File: src/rtl/controller_sequencer.sv
// controller_sequencer -- SAP-1 control unit.
//
// Runs a 6-state one-hot ring counter (T1..T6) on the falling edge of clk.
// It decodes {T-state, opcode, hlt} into the 12-bit control word CON, so the
// control lines are settled before the datapath registers load at posedge.
// An HLT opcode seen in T4 latches hlt and freezes the ring. Only clr releases
// it.
//
// Ports
//   clk          in   1   system clock; state advances on the falling edge
//   clr          in   1   asynchronous active-high reset (T1, hlt=0)
//   I_sequencer  in   4   opcode from the instruction register (Data[7:4])
//   CON          out  12  {Cp,Ep,nLm,nCE,nLi,nEi,nLa,Ea,Su,Eu,nLb,nLo}
//   t_state      out  6   one-hot ring state, bit0=T1 .. bit5=T6
//   hlt          out  1   registered halt flag (gates clk in the clock module)
//
// Build option
//   VAR_CYCLE_EN  when defined, the ring returns to T1 right after the last
//                 active state of each instruction:
//                   LDA 5 states, ADD/SUB 6 states, OUT/NOP 4 states.
//                 Undefined: every instruction takes all 6 states.

module controller_sequencer (
  input  logic        clk,
  input  logic        clr,
  input  logic [3:0]  I_sequencer,
  output logic [11:0] CON,
  output logic [5:0]  t_state,
  output logic        hlt
);

  typedef enum logic [3:0] {
    OP_LDA = 4'b0000,
    OP_ADD = 4'b0001,
    OP_SUB = 4'b0010,
    OP_OUT = 4'b1110,
    OP_HLT = 4'b1111
  } opcode_e;

  typedef enum logic [5:0] {
    T1 = 6'b000001,
    T2 = 6'b000010,
    T3 = 6'b000100,
    T4 = 6'b001000,
    T5 = 6'b010000,
    T6 = 6'b100000
  } tstate_e;

  // Control words. The bit order is {Cp,Ep,nLm,nCE,nLi,nEi,nLa,Ea,Su,Eu,nLb,nLo}.
  localparam logic [11:0] CW_IDLE    = 12'h3E3;  // every active-low line deasserted
  localparam logic [11:0] CW_FETCH1  = 12'h5E3;  // Ep, nLm
  localparam logic [11:0] CW_FETCH2  = 12'hBE3;  // Cp
  localparam logic [11:0] CW_FETCH3  = 12'h263;  // nCE, nLi
  localparam logic [11:0] CW_ADDR    = 12'h1A3;  // nLm, nEi: operand address to MAR
  localparam logic [11:0] CW_LDA_T5  = 12'h2C3;  // nCE, nLa
  localparam logic [11:0] CW_MEM_B   = 12'h2E1;  // nCE, nLb
  localparam logic [11:0] CW_ADD_T6  = 12'h3C7;  // nLa, Eu
  localparam logic [11:0] CW_SUB_T6  = 12'h3CF;  // nLa, Su, Eu
  localparam logic [11:0] CW_OUT_T4  = 12'h3F2;  // Ea, nLo

  tstate_e state_q, state_d;
  logic    hlt_q, hlt_d;

  always_ff @(negedge clk or posedge clr) begin
    if (clr) begin
      state_q <= T1;
      hlt_q   <= 1'b0;
    end else begin
      state_q <= state_d;
      hlt_q   <= hlt_d;
    end
  end

  // Next-state logic.
  always_comb begin
    state_d = T1;
    hlt_d   = hlt_q;

    if (hlt_q) begin
      // Hold the frozen state. A corrupted (non-one-hot) value still falls
      // back to T1.
      case (state_q)
        T1, T2, T3, T4, T5, T6: state_d = state_q;
        default:                state_d = T1;
      endcase
    end else begin
      case (state_q)
        T1: state_d = T2;
        T2: state_d = T3;
        T3: state_d = T4;
        T4: begin
          if (I_sequencer == OP_HLT) begin
            hlt_d   = 1'b1;
            state_d = T4;
          end else begin
`ifdef VAR_CYCLE_EN
            case (I_sequencer)
              OP_LDA, OP_ADD, OP_SUB: state_d = T5;
              default:                state_d = T1;
            endcase
`else
            state_d = T5;
`endif
          end
        end
        T5: begin
`ifdef VAR_CYCLE_EN
          case (I_sequencer)
            OP_ADD, OP_SUB: state_d = T6;
            default:        state_d = T1;
          endcase
`else
          state_d = T6;
`endif
        end
        T6:      state_d = T1;
        default: state_d = T1;
      endcase
    end
  end

  // Control-word decode. It is purely combinational on the registered state,
  // so clr forces the T1 word at once.
  always_comb begin
    CON = CW_IDLE;
    if (!hlt_q) begin
      case (state_q)
        T1: CON = CW_FETCH1;
        T2: CON = CW_FETCH2;
        T3: CON = CW_FETCH3;
        T4: begin
          case (I_sequencer)
            OP_LDA, OP_ADD, OP_SUB: CON = CW_ADDR;
            OP_OUT:                 CON = CW_OUT_T4;
            default:                CON = CW_IDLE;
          endcase
        end
        T5: begin
          case (I_sequencer)
            OP_LDA:         CON = CW_LDA_T5;
            OP_ADD, OP_SUB: CON = CW_MEM_B;
            default:        CON = CW_IDLE;
          endcase
        end
        T6: begin
          case (I_sequencer)
            OP_ADD:  CON = CW_ADD_T6;
            OP_SUB:  CON = CW_SUB_T6;
            default: CON = CW_IDLE;
          endcase
        end
        default: CON = CW_IDLE;
      endcase
    end
  end

  assign t_state = state_q;
  assign hlt     = hlt_q;

endmodule

File: config.mk
export PLATFORM = sky130hd
export DESIGN_NAME = controller_sequencer
export DESIGN_NICKNAME = d
export VERILOG_FILES = /design/src/rtl/controller_sequencer.sv
export SDC_FILE = /design/constraint.sdc
export NUM_CORES = 1
export LEC_CHECK = 0
export ABC_CLOCK_PERIOD_IN_PS = 4300
export BUFFER_PORTS_ARGS = -buffer_cell sky130_fd_sc_hd__buf_2
export CORE_MARGIN = 8
export CORE_UTILIZATION = 50
export DETAILED_ROUTE_END_ITERATION = 7
export GPL_ROUTABILITY_DRIVEN = 0
export GPL_TIMING_DRIVEN = 1
export PLACE_DENSITY_LB_ADDON = 0.08
export SLEW_MARGIN = 20
export SYNTH_ARGS = -nofsm -noshare
export SYNTH_HDL_FRONTEND = slang
export SYNTH_SLANG_ARGS = --single-unit
File: constraint.sdc
create_clock -name clk -period 4.3 [get_ports clk]
set_clock_uncertainty 0.15 [all_clocks]
set_input_delay 0.86 -clock clk [delete_from_list [all_inputs] [get_ports clk]]
set_output_delay 0.86 -clock clk [all_outputs]
set_load 0.02 [all_outputs]
==> out/metrics.cfg, run 1 <==
[synthesis]
synth_cells=87
syn_area_per_cell_um2=8.20
async_reset_ff_share_pct=100
syn_nets=93
yosys_register_bits=7
yosys_most_used_dff=dfrtn_1
yosysSeqAreaShare_pct=24.7
ys_types=40
synth_area_um2=713
synth-edff-count=0
ys.warnings.count=0

[floorplan]
start_util_pct=54.1
rows=13
die_x_um=53.8
pin_count=25
die_h_um=53.8

[clock_network]
cts_setup_buffers=7
cts_sinks=7
htreeDepth=1
cts_repair_resize_count=38
cts_made_buffers=3
clockRootBuffer=clkbuf_4
ctsHoldBuffers=0
clk_path_buf_depth=2

[run_status]
status=stopped before the end
tool.error=[ERROR DPL-0038] Utilization greater than 100%, impossible to legalize
stop_stage=clock tree synthesis (4_1_cts)

[placed_design]
hpwl_um=1920
portBuffers=24

## synthesized netlist by cell type, types with 2 or more instances
cell / n / area share (%)
a21oi_1: 2 / 1.4
a21o_1: 2 / 2.1
nand2_1: 7 / 3.7
nor3_1: 3 / 2.1
nor2b_1: 4 / 3.5
and2b_1: 2 / 2.1
nor2_1: 5 / 2.6
mux2i_1: 2 / 2.8
inv_1: 4 / 2.1
nand2b_1: 2 / 1.8
clkbuf_1: 3 / 1.6
nor4_1: 3 / 2.6
o21ai_0: 6 / 4.2
or2_2: 2 / 1.8
xnor2_1: 2 / 2.5
dfrtn_1: 6 / 21
buf_2: 2 / 1.4
nand3_1: 8 / 5.6
## stage by stage
stage          std cells  setup WS [ns]  cell area, um^2  hold slack (ns)  util, %
3_5_place_dp         150         -0.299             1140            0.462     86.8
3_3_place_gp         150         -0.272             1140            0.458     86.8
2_1_floorplan         87         -0.439              831            0.505        -
## logic make-up after synthesis
family | count (synthesis) | share of synthesized area, %
simple gates | 45 | 42.1
compound gates | 20 | 19.6
buf+inv | 10 | 7.02
flops | 7 | 24.7
xor+xnor | 3 | 3.68
mux | 2 | 2.81
==> inputs of run 2 (changes only) <==
--- a/config.mk
+++ b/config.mk
@@ -7,12 +7,12 @@
 export LEC_CHECK = 0
 export ABC_CLOCK_PERIOD_IN_PS = 4300
 export BUFFER_PORTS_ARGS = -buffer_cell sky130_fd_sc_hd__buf_2
-export CORE_MARGIN = 8
-export CORE_UTILIZATION = 50
+export CORE_AREA = 8 8 69 71
 export DETAILED_ROUTE_END_ITERATION = 7
+export DIE_AREA = 0 0 77 79
 export GPL_ROUTABILITY_DRIVEN = 0
 export GPL_TIMING_DRIVEN = 1
-export PLACE_DENSITY_LB_ADDON = 0.08
+export PLACE_DENSITY_LB_ADDON = 0.15
 export SLEW_MARGIN = 20
 export SYNTH_ARGS = -nofsm -noshare
 export SYNTH_HDL_FRONTEND = slang
==> run 2 against run 1 <==
The flow now finishes, with violations (setup timing); synthesized cell count unchanged; area after synthesis unchanged.
==> out/metrics.cfg, run 2 <==
[worst_setup_path]
cpMaxStageDelayCell=or4_4
r2r_slack_ns=2.52
start_kind=flop
crit_type=reg -> out
reg2reg_to=t_state[3]$_DFFE_NP0P_
required_ns=3.29
crit_fanout=6
reg2reg_from=t_state[3]$_DFFE_NP0P_
cp-end-kind=output pin
critical-path-max-stage-delay_ns=0.46
r2r_cells=7
path_cells=nor2_4, nand4b_4, or4_4, buf_4
crit_arrival_ns=3.89

[floorplan]
core_um2=3800
start_util_pct=18.8  ; -35 points
die_x_um=77  ; +43%
pin_count=25  ; unchanged
rows=23  ; +10
die_h_um=79  ; +47%
dieArea_um2=6080

[synthesis]
yosys_most_used_dff=dfrtn_1
yosys-top-cells-area=dfrtn_1 (21%), nand3_1 (5.6%), o21ai_0 (4.2%)
synth_most_common_cell=nand3_1
synth_area_um2=713  ; unchanged
syn_nets=93  ; unchanged
yosysSeqAreaShare_pct=24.7  ; unchanged
yosys_register_bits=7  ; unchanged
synth_cells=87  ; unchanged
ys_top_cells_by_count=nand3_1 (8), nand2_1 (7), dfrtn_1 (6), o21ai_0 (6), nor2_1 (5)
yosys.area.top_type_share_pct=21.1  ; unchanged
yosysTopAreaCell=dfrtn_1
syn_area_per_cell_um2=8.20  ; unchanged
synth-edff-count=0  ; unchanged
ys.warnings.count=0  ; unchanged
ys_types=40  ; unchanged
async_reset_ff_share_pct=100  ; unchanged

[detailed_routing]
finalWirelength_um=2750
num_vias=881
viasPerCell=4.47
ant_nets=0
first_pass_iters=4
route.detailed.drc=0
wl_per_cell_um=14.0
drt_iter0_markers=32

[power_and_ir_drop]
power_frac_comb_pct=71.9
pwr-share-seq_pct=15.9
p_sw_share_pct=43.8
internal_power_uw=449
p_leak_uw=0.000647
netSwitchingPower_uw=350
p_clk_share_pct=12.2
p_per_area_nw_per_um2=549
ir_worst_vdd_mv=0.135

[hold_path]
min_to=t_state[4]$_DFFE_NP0P_
whs_path_depth=2
hold_path_class=reg -> reg
hp-start=hlt$_DFF_NP0_

[final_layout]
layout-area-overhead-vs-synth_pct=104
mostFrequentLayoutCell=buf_4
largest_reg_flops=6
antenna_cells_inserted=0
drive_above_1_share_pct=65.3
design_area_um2=1460
fin_nets=154
utilization_pct=38.3
final_cell_mix=buf_4 (35), buf_6 (16), buf_2 (11)

[clock_network]
clockRootBuffer=clkbuf_8
htreeDepth=1  ; unchanged
cts_tree=built
clk_path_buf_depth=2  ; unchanged
clkLatencyLatePin_ns=0.29
clk_pin_slew_ns=0.04
cts_made_buffers=3  ; unchanged
cts_sinks=7  ; unchanged

[sta]
hold_viol=0
timing.final.ws_setup_ns=-0.595
tightestPinTransition_ns=0.396
max_slew_margin_pct=73.4
drv_slew=0
setup_viol_count_final=13
rsz0062_at_grt=true
finalHoldWorstSlack_ns=0.501

[grt]
grt_start_max_net_pins=8
antenna_found_initial=0
grt.overflow.total=0
track_usage_pct=8.94
grt_pass1_wl_um=4430
grt_pass1_vias=950

[run_status]
violations=setup timing
status=complete, but fails checks

[job]
drv_cap=0

[placed_design]
hpwl_um=2190  ; +14%
portBuffers=24  ; unchanged
post_dp_cell_area_um2=1210  ; +5.8%

[run 2: cell counts after synthesis]
Identical to the previous run, type by type.
[run 2: timing repair]
action	4_1_cts	5_1_grt
endpoints found under the setup margin	14	16
hold endpoints to repair	0	0
hold buffers	0	0
setup buffers	2	3
resized for setup	35	10
pin swaps	2	4
[run 2: worst max-delay path by stage]
stage | endpoint | slack (ns) | start
finish | CON[0] | -0.60 | t_state[1]$_DFFE_NP0P_
global route | CON[5] | -0.63 | t_state[0]$_DFFE_NP1P_
CTS | CON[0] | -0.58 | t_state[2]$_DFFE_NP0P_
detailed placement | CON[4] | -0.35 | t_state[2]$_DFFE_NP0P_
global placement | CON[4] | -0.37 | t_state[2]$_DFFE_NP0P_
floorplan | CON[5] | -0.44 | t_state[5]$_DFFE_NP0P_
[run 2: per-stage QoR]
step	cells	power (uW)	TNS, ns	setup slack [ns]
finish	197	799	-5.67	-0.595
global route	197	849	-6.49	-0.632
CTS	194	784	-5.60	-0.580
detailed placement	188	603	-2.78	-0.349
global placement	188	603	-2.82	-0.365
floorplan	87	399	-2.54	-0.439
[run 2: critical path, delay by kind of cell, from the launching register on]
| family | cells | cell delay [ns] |
|---|---|---|
| buffers and inverters | 1 | 0.18 |
| flip-flops | 1 | 0.44 |
| AND/OR/NAND/NOR | 3 | 0.87 |
[run 2: cell type report]
cell class                 instances  area (um^2)
clock buffer                       3         41.3
clock inverter                     2         8.76
fill                             405         2340
inverter                           3         13.8
multi-input combinational         70          654
sequential                         7          176
tap                               50         62.6
timing repair buffer              62          498
[run 2: kinds of logic after synthesis]
family	Yosys count	synth area share, %
flip-flops	7	24.7
multiplexers	2	2.81
AND/OR/NAND/NOR	45	42.1
AO/OA/AOI/OAI	20	19.6
buffers and inverters	10	7.02
XOR/XNOR	3	3.68
[run 2: power groups by stage]
stage          combinational, uW  clock [uW]  sequential (uW)
6_report                     574        97.4              127
5_1_grt                      616         104              129
4_1_cts                      561        99.5              123
3_5_place_dp                 479        2.91              121
3_3_place_gp                 481        2.91              120
2_1_floorplan                261        2.91              135
[run 2: routing by layer]
| metal | GRT usage [%] | vias up | wire (um) |
|---|---|---|---|
| li1 | - | 432 | - |
| met1 | 9.90 | 422 | 1200 |
| met2 | 16.5 | 25 | 1390 |
| met3 | 1.58 | 2 | 128 |
| met4 | 3.77 | 0 | 27 |
| met5 | 0 | - | 0 |
Power figures use the tool's default switching activity.
==> inputs of run 3 (changes only) <==
--- a/config.mk
+++ b/config.mk
@@ -7,7 +7,11 @@
 export LEC_CHECK = 0
 export ABC_CLOCK_PERIOD_IN_PS = 4300
 export BUFFER_PORTS_ARGS = -buffer_cell sky130_fd_sc_hd__buf_2
+export CELL_PAD_IN_SITES_DETAIL_PLACEMENT = 1
+export CELL_PAD_IN_SITES_GLOBAL_PLACEMENT = 1
 export CORE_AREA = 8 8 69 71
+export CTS_BUF_LIST = sky130_fd_sc_hd__clkbuf_8
+export CTS_CLUSTER_DIAMETER = 40
 export DETAILED_ROUTE_END_ITERATION = 7
 export DIE_AREA = 0 0 77 79
 export GPL_ROUTABILITY_DRIVEN = 0
==> run 3 against run 2 <==
The run still ends with setup timing left; routed wire length increased by 10%; cell area rose by 1.1%; total power is 0.35% lower; register-to-register slack lost 0.04 ns; sequential share of layout area fell by 0.13 points; largest power group unchanged; combinational power up 2%; sequential power is 6% lower; largest cell class unchanged; worst setup slack improved by 0.023 ns; sequential cell count is the same; die area stayed put; global-route usage up 1.4 points; clock-buffer cell count unchanged.
==> out/metrics.cfg, run 3 (synthesis gave the netlist of run 2 again) <==
[detailed_routing]
drt_iter0_markers=19  ; -41%
num_vias=896  ; +1.7%
route.detailed.drc=0  ; unchanged
viasPerCell=4.50  ; +0.68%
ant_nets=0  ; unchanged
finalWirelength_um=3020  ; +10%
first_pass_iters=4  ; unchanged
wl_per_cell_um=15.2  ; +8.9%

[sta]
finalHoldWorstSlack_ns=0.646  ; +0.145 ns
rsz0062_at_grt=true
tightestPinTransition_ns=0.336  ; -0.0606 ns
hold_viol=0  ; unchanged
fin_tns_setup_ns=-5.68  ; -0.00353 ns
timing.final.ws_setup_ns=-0.572  ; +0.0230 ns
setup_viol_count_final=12  ; -1
drv_slew=0  ; unchanged
max_slew_margin_pct=77.5  ; +4.1 points

[grt]
grt_start_max_net_pins=9  ; +1
grt_pass1_wl_um=5110  ; +15%
grt.overflow.total=0  ; unchanged
antenna_found_initial=0  ; unchanged
track_usage_pct=10.3  ; +1.4 points
grt_pass1_vias=1036  ; +9.1%

[clock_network]
htreeDepth=1  ; unchanged
clk_pin_slew_ns=0.03  ; about the same
clk_path_buf_depth=2  ; unchanged
cts_made_buffers=3  ; unchanged
clkLatencyLatePin_ns=0.29  ; about the same
ctsHoldBuffers=0  ; unchanged
cts_tree=built
cts_sinks=7  ; unchanged
clockRootBuffer=clkbuf_8

[worst_setup_path]
start_kind=flop
cp-end-kind=output pin
path_cells=buf_4, nor3_2, nand3_1, a21o_1, o21ai_4, buf_2
r2r_cells=7  ; unchanged
crit_buf_inv=2  ; +1
crit_start=t_state[3]$_DFFE_NP0P_
required_ns=3.29  ; about the same
r2r_slack_ns=2.48  ; -0.04 ns
path_delay_family=flip-flops
cpMaxStageDelayCell=dfrtn_1
crit_type=reg -> out
crit_arrival_ns=3.86  ; -0.03 ns
reg2reg_from=t_state[3]$_DFFE_NP0P_
crit_fanout=4  ; -2
reg2reg_to=t_state[3]$_DFFE_NP0P_
critical-path-max-stage-delay_ns=0.40  ; -0.06 ns

[job]
drv_cap=0  ; unchanged

[final_layout]
final_cell_mix=buf_4 (33), buf_6 (16), buf_2 (15)
antenna_cells_inserted=0  ; unchanged
fin_nets=156  ; +1.3%
mostFrequentLayoutCell=buf_4
largest_reg_flops=6  ; unchanged
design_area_um2=1470  ; +1.1%
layout-area-overhead-vs-synth_pct=106
drive_above_1_share_pct=66.4  ; +1.1 points

[floorplan]
die_x_um=77  ; unchanged
die_h_um=79  ; unchanged
start_util_pct=18.8  ; unchanged
dieArea_um2=6080  ; unchanged
pin_count=25  ; unchanged
core_um2=3800  ; unchanged
rows=23  ; unchanged

[placed_design]
post_dp_cell_area_um2=1220  ; +0.62%
portBuffers=24  ; unchanged
hpwl_um=2400  ; +9.6%
pre_cts_ws_ns=-0.386  ; -0.0371 ns

[power_and_ir_drop]
p_per_area_nw_per_um2=541  ; -1.5%
p_leak_uw=0.000679  ; +5.0%
ir_worst_vdd_mv=0.245  ; +81%

[run_status]
violations=setup timing
status=complete, but fails checks

[hold_path]
min_to=hlt$_DFF_NP0_
hold_path_class=reg -> reg
whs_path_depth=2  ; unchanged
hp-start=hlt$_DFF_NP0_

[run 3: changes by cell type in the layout (fill, tap and decap cells not counted), moves of 2 or more]
cell	before	now
buf_4	35	33
buf_2	11	15
o21ai_1	2	0
nor3_2	0	2
[run 3: worst register-to-register path, stage by stage, from the launching register on]
cell	delay [ns]
dfrtn_1	0.50
nor4b_4	0.07
buf_4	0.16
buf_4	0.13
buf_4	0.13
a221o_1	0.26
nand3_1	0.13
o21ai_0	0.11
[run 3: worst max path at each step]
stage,slack (ns),depth (start not counted),endpoint
after global placement,-0.32,6,CON[4]
after CTS,-0.57,6,CON[5]
after detailed placement,-0.39,5,CON[5]
final,-0.57,6,CON[5]
after floorplan,-0.44,4,CON[5]
after global routing,-0.66,6,CON[5]
[run 3: cell type report]
class	instances	area (um^2)
clock buffers	3	41.3
clock inverters	2	7.51
fillers	464	2330
multi-input cells	70	667
inverters	3	13.8
flip-flops and latches	7	176
well taps	50	62.6
repair buffers	64	503
[run 3: metal layers]
metal | vias to the layer above | track usage, % | wire length, um
li1 | 441 | - | -
met1 | 430 | 11.9 | 1270
met2 | 20 | 18.6 | 1620
met3 | 5 | 2.82 | 106
met4 | 0 | 2.26 | 27
met5 | - | 0 | 0
[run 3: report_power, final]
part | leakage, uW | switching, uW | internal [uW]
Combinational | 0.000555 | 289 | 293
Sequential | 0.0000919 | 31.0 | 88.0
Clock | 0.0000322 | 31.6 | 63.1
[run 3: metrics by stage]
| step | util (%) | total power, uW | instances |
|---|---|---|---|
| after floorplan | - | 399 | 87 |
| after global placement | 32.0 | 606 | 189 |
| after detailed placement | 32.0 | 612 | 189 |
| after CTS | 37.3 | 776 | 196 |
| after global routing | 38.7 | 853 | 199 |
| final | 38.7 | 796 | 199 |
[run 3: timing repair]
| action | CTS | global route |
|---|---|---|
| setup endpoints to repair | 13 | 15 |
| buffers inserted | 3 | 3 |
| gates resized for setup | 35 | 6 |
| pin swaps | 3 | 1 |
==> inputs of run 4 (changes only) <==
--- a/config.mk
+++ b/config.mk
@@ -5,7 +5,8 @@
 export SDC_FILE = /design/constraint.sdc
 export NUM_CORES = 1
 export LEC_CHECK = 0
-export ABC_CLOCK_PERIOD_IN_PS = 4300
+export ABC_AREA = 1
+export ABC_CLOCK_PERIOD_IN_PS = 3950
 export BUFFER_PORTS_ARGS = -buffer_cell sky130_fd_sc_hd__buf_2
 export CELL_PAD_IN_SITES_DETAIL_PLACEMENT = 1
 export CELL_PAD_IN_SITES_GLOBAL_PLACEMENT = 1
==> constraint.sdc (replaced) <==
create_clock -name clk -period 3.95 [get_ports clk]
set_clock_uncertainty 0.15 [all_clocks]
set_input_delay 0.79 -clock clk [delete_from_list [all_inputs] [get_ports clk]]
set_output_delay 0.79 -clock clk [all_outputs]
set_load 0.1 [all_outputs]
==> run 4 against run 3 <==
First-iteration DRC count up 16%; routed wire length up 4.4%; clock power up 12%; sequential share of layout area down 2.5 points; sequential cell count unchanged; critical endpoint is now CON[1]; critical path depth up 2; the flow still finishes with violations (setup timing); die area unchanged; core utilization up 10 points; synthesized cell count up 32%.
==> out/metrics.cfg, run 4 <==
[run_status]
status=complete, but fails checks
violations=setup timing

[sta]
hold_viol=0  ; unchanged
tightestPinTransition_ns=0.325  ; -0.0114 ns
rsz0062_at_grt=true
max_slew_margin_pct=78.4  ; +0.89 points
timing.final.ws_setup_ns=-0.692  ; -0.119 ns
setup_viol_count_final=19  ; +7
drv_slew=0  ; unchanged

[detailed_routing]
wl_per_cell_um=13.6  ; -10%
drt_iter0_markers=22  ; +3
num_vias=977  ; +9.0%
viasPerCell=4.21  ; -6.5%
ant_nets=0  ; unchanged
first_pass_iters=4  ; unchanged
finalWirelength_um=3160  ; +4.4%
route.detailed.drc=0  ; unchanged

[clock_network]
clk_path_buf_depth=2  ; unchanged
clk_pin_slew_ns=0.03  ; about the same
cts_tree=built
htreeDepth=1  ; unchanged
cts_made_buffers=3  ; unchanged
clkLatencyLatePin_ns=0.30  ; about the same
ctsHoldBuffers=0  ; unchanged
clockRootBuffer=clkbuf_8
cts_sinks=7  ; unchanged

[worst_setup_path]
reg2reg_from=t_state[0]$_DFFE_NP1P_
start_kind=flop
crit_type=reg -> out
cp-end-kind=output pin
crit_arrival_ns=3.70  ; -0.16 ns
reg2reg_to=t_state[2]$_DFFE_NP0P_
r2r_cells=8  ; +1
r2r_slack_ns=2.14  ; -0.34 ns
required_ns=3.01  ; -0.28 ns
crit_fanout=4  ; unchanged

[floorplan]
core_um2=3800  ; unchanged
start_util_pct=18.2  ; -0.59 points
rows=23  ; unchanged
pin_count=25  ; unchanged
dieArea_um2=6080  ; unchanged
die_h_um=79  ; unchanged
die_x_um=77  ; unchanged

[final_layout]
largest_reg_flops=6  ; unchanged
multi_input_area_um2=709  ; +6.4%
stdcell_count=232  ; +17%
drive_above_1_share_pct=74.2  ; +7.7 points
final_cell_mix=buf_4 (23), buf_12 (19), buf_6 (17)
fin_nets=189  ; +21%
nFillCells=451  ; -2.8%
utilization_pct=48.9  ; +10 points
layout-area-overhead-vs-synth_pct=169
antenna_cells_inserted=0  ; unchanged
regArea_um2=176  ; unchanged
mostFrequentLayoutCell=buf_4

[grt]
grt_pass1_wl_um=5080  ; -0.67%
grt_start_max_net_pins=8  ; -1
antenna_found_initial=0  ; unchanged
track_usage_pct=10.4  ; +0.092 points
grt.overflow.total=0  ; unchanged
grt_pass1_vias=1145  ; +11%

[synthesis]
async_reset_ff_share_pct=100  ; unchanged
yosysTopAreaCell=dfrtn_1
ys.warnings.count=0  ; unchanged
yosys_most_used_dff=dfrtn_1
yosys_register_bits=7  ; unchanged
synth_cells=115  ; +32%
ys_types=23  ; -43%
syn_nets=121  ; +30%
synth_area_um2=691  ; -3.2%
synth-edff-count=0  ; unchanged
yosys-top-cells-area=dfrtn_1 (22%), nand2_1 (15%), nor2_1 (11%)
syn_area_per_cell_um2=6.01  ; -27%
ys_top_cells_by_count=nand2_1 (27), nor2_1 (20), inv_1 (19)
yosysSeqAreaShare_pct=25.5  ; +0.81 points
synth_most_common_cell=nand2_1
yosys.area.top_type_share_pct=21.7  ; +0.69 points

[placed_design]
hpwl_um=2300  ; -3.9%
portBuffers=24  ; unchanged
pre_cts_ws_ns=-0.453  ; -0.0668 ns
placed_cells=212  ; +12%

[hold_path]
hp-start=t_state[0]$_DFFE_NP1P_
min_to=t_state[0]$_DFFE_NP1P_
hold_path_class=reg -> reg
whs_path_depth=3  ; +1

[job]
drv_cap=0  ; unchanged

[power_and_ir_drop]
ir_worst_vdd_mv=0.0984  ; -60%
p_per_area_nw_per_um2=101  ; -81%
p_leak_uw=0.000891  ; +31%

run 4: cell type report:
class | count | area share, %
timing repair buffer | 64 | 41.4
inverter | 22 | 4.98
tap | 50 | 3.36
clock buffer | 3 | 2.22
clock inverter | 2 | 0.404
sequential | 7 | 9.49
multi-input combinational | 84 | 38.2
run 4: cells by family (layout without fill, tap and decap cells):
family / after synthesis / count (layout) / synth area share (%)
compound gates: 12 / 12 / 12.3
flops: 7 / 7 / 25.5
simple gates: 72 / 72 / 49.1
buf+inv: 24 / 91 / 13.0
run 4: where the power goes:
group          switching [uW]  leakage (uW)  internal [uW]
clock                    36.7     0.0000322           68.9
combinational            7.03      0.000770           3.03
sequential                  0     0.0000892           72.4
run 4: repair_timing:
action,4_1_cts,5_1_grt
cloned,0,0
pin swaps,16,10
endpoints found under the setup margin,19,19
buffers inserted,9,13
resized for setup,54,18
run 4: metrics by stage:
stage / total power, uW / TNS (ns) / hold WS (ns) / cell area (um^2)
CTS: 192 / -7.86 / 0.451 / 1750
detailed placement: 86.0 / -4.16 / 0.426 / 1460
global placement: 85.6 / -3.89 / 0.413 / 1460
finish: 188 / -8.31 / 0.536 / 1860
floorplan: 81.0 / -11.13 / 0.605 / 820
global route: 200 / -9.53 / 0.547 / 1860
run 4: worst max-delay path by stage:
stage	cells after the start	end	start	slack (ns)
global route	9	CON[1]	t_state[1]$_DFFE_NP0P_	-0.77
CTS	6	CON[6]	t_state[0]$_DFFE_NP1P_	-0.68
detailed placement	8	CON[1]	t_state[4]$_DFFE_NP0P_	-0.45
floorplan	6	CON[2]	t_state[5]$_DFFE_NP0P_	-1.13
finish	8	CON[1]	t_state[0]$_DFFE_NP1P_	-0.69
global placement	7	CON[5]	t_state[4]$_DFFE_NP0P_	-0.45
run 4: metal layers:
metal  up-vias  GRT usage, %  routed length (um)
met5         -             0                   0
met4         0          3.40                  34
met3         6          3.39                 142
met2        17          19.7                1770
met1       465          10.5                1210
li1        489             -                   -
run 4: worst max-delay path: stages (launching register included):
cell     delay (ns)
dfstp_2        0.59
buf_4          0.15
nor2_4         0.05
o21ai_2        0.16
nand3_4        0.10
nand2_2        0.09
inv_4          0.06
nand2_4        0.07
buf_12         0.16
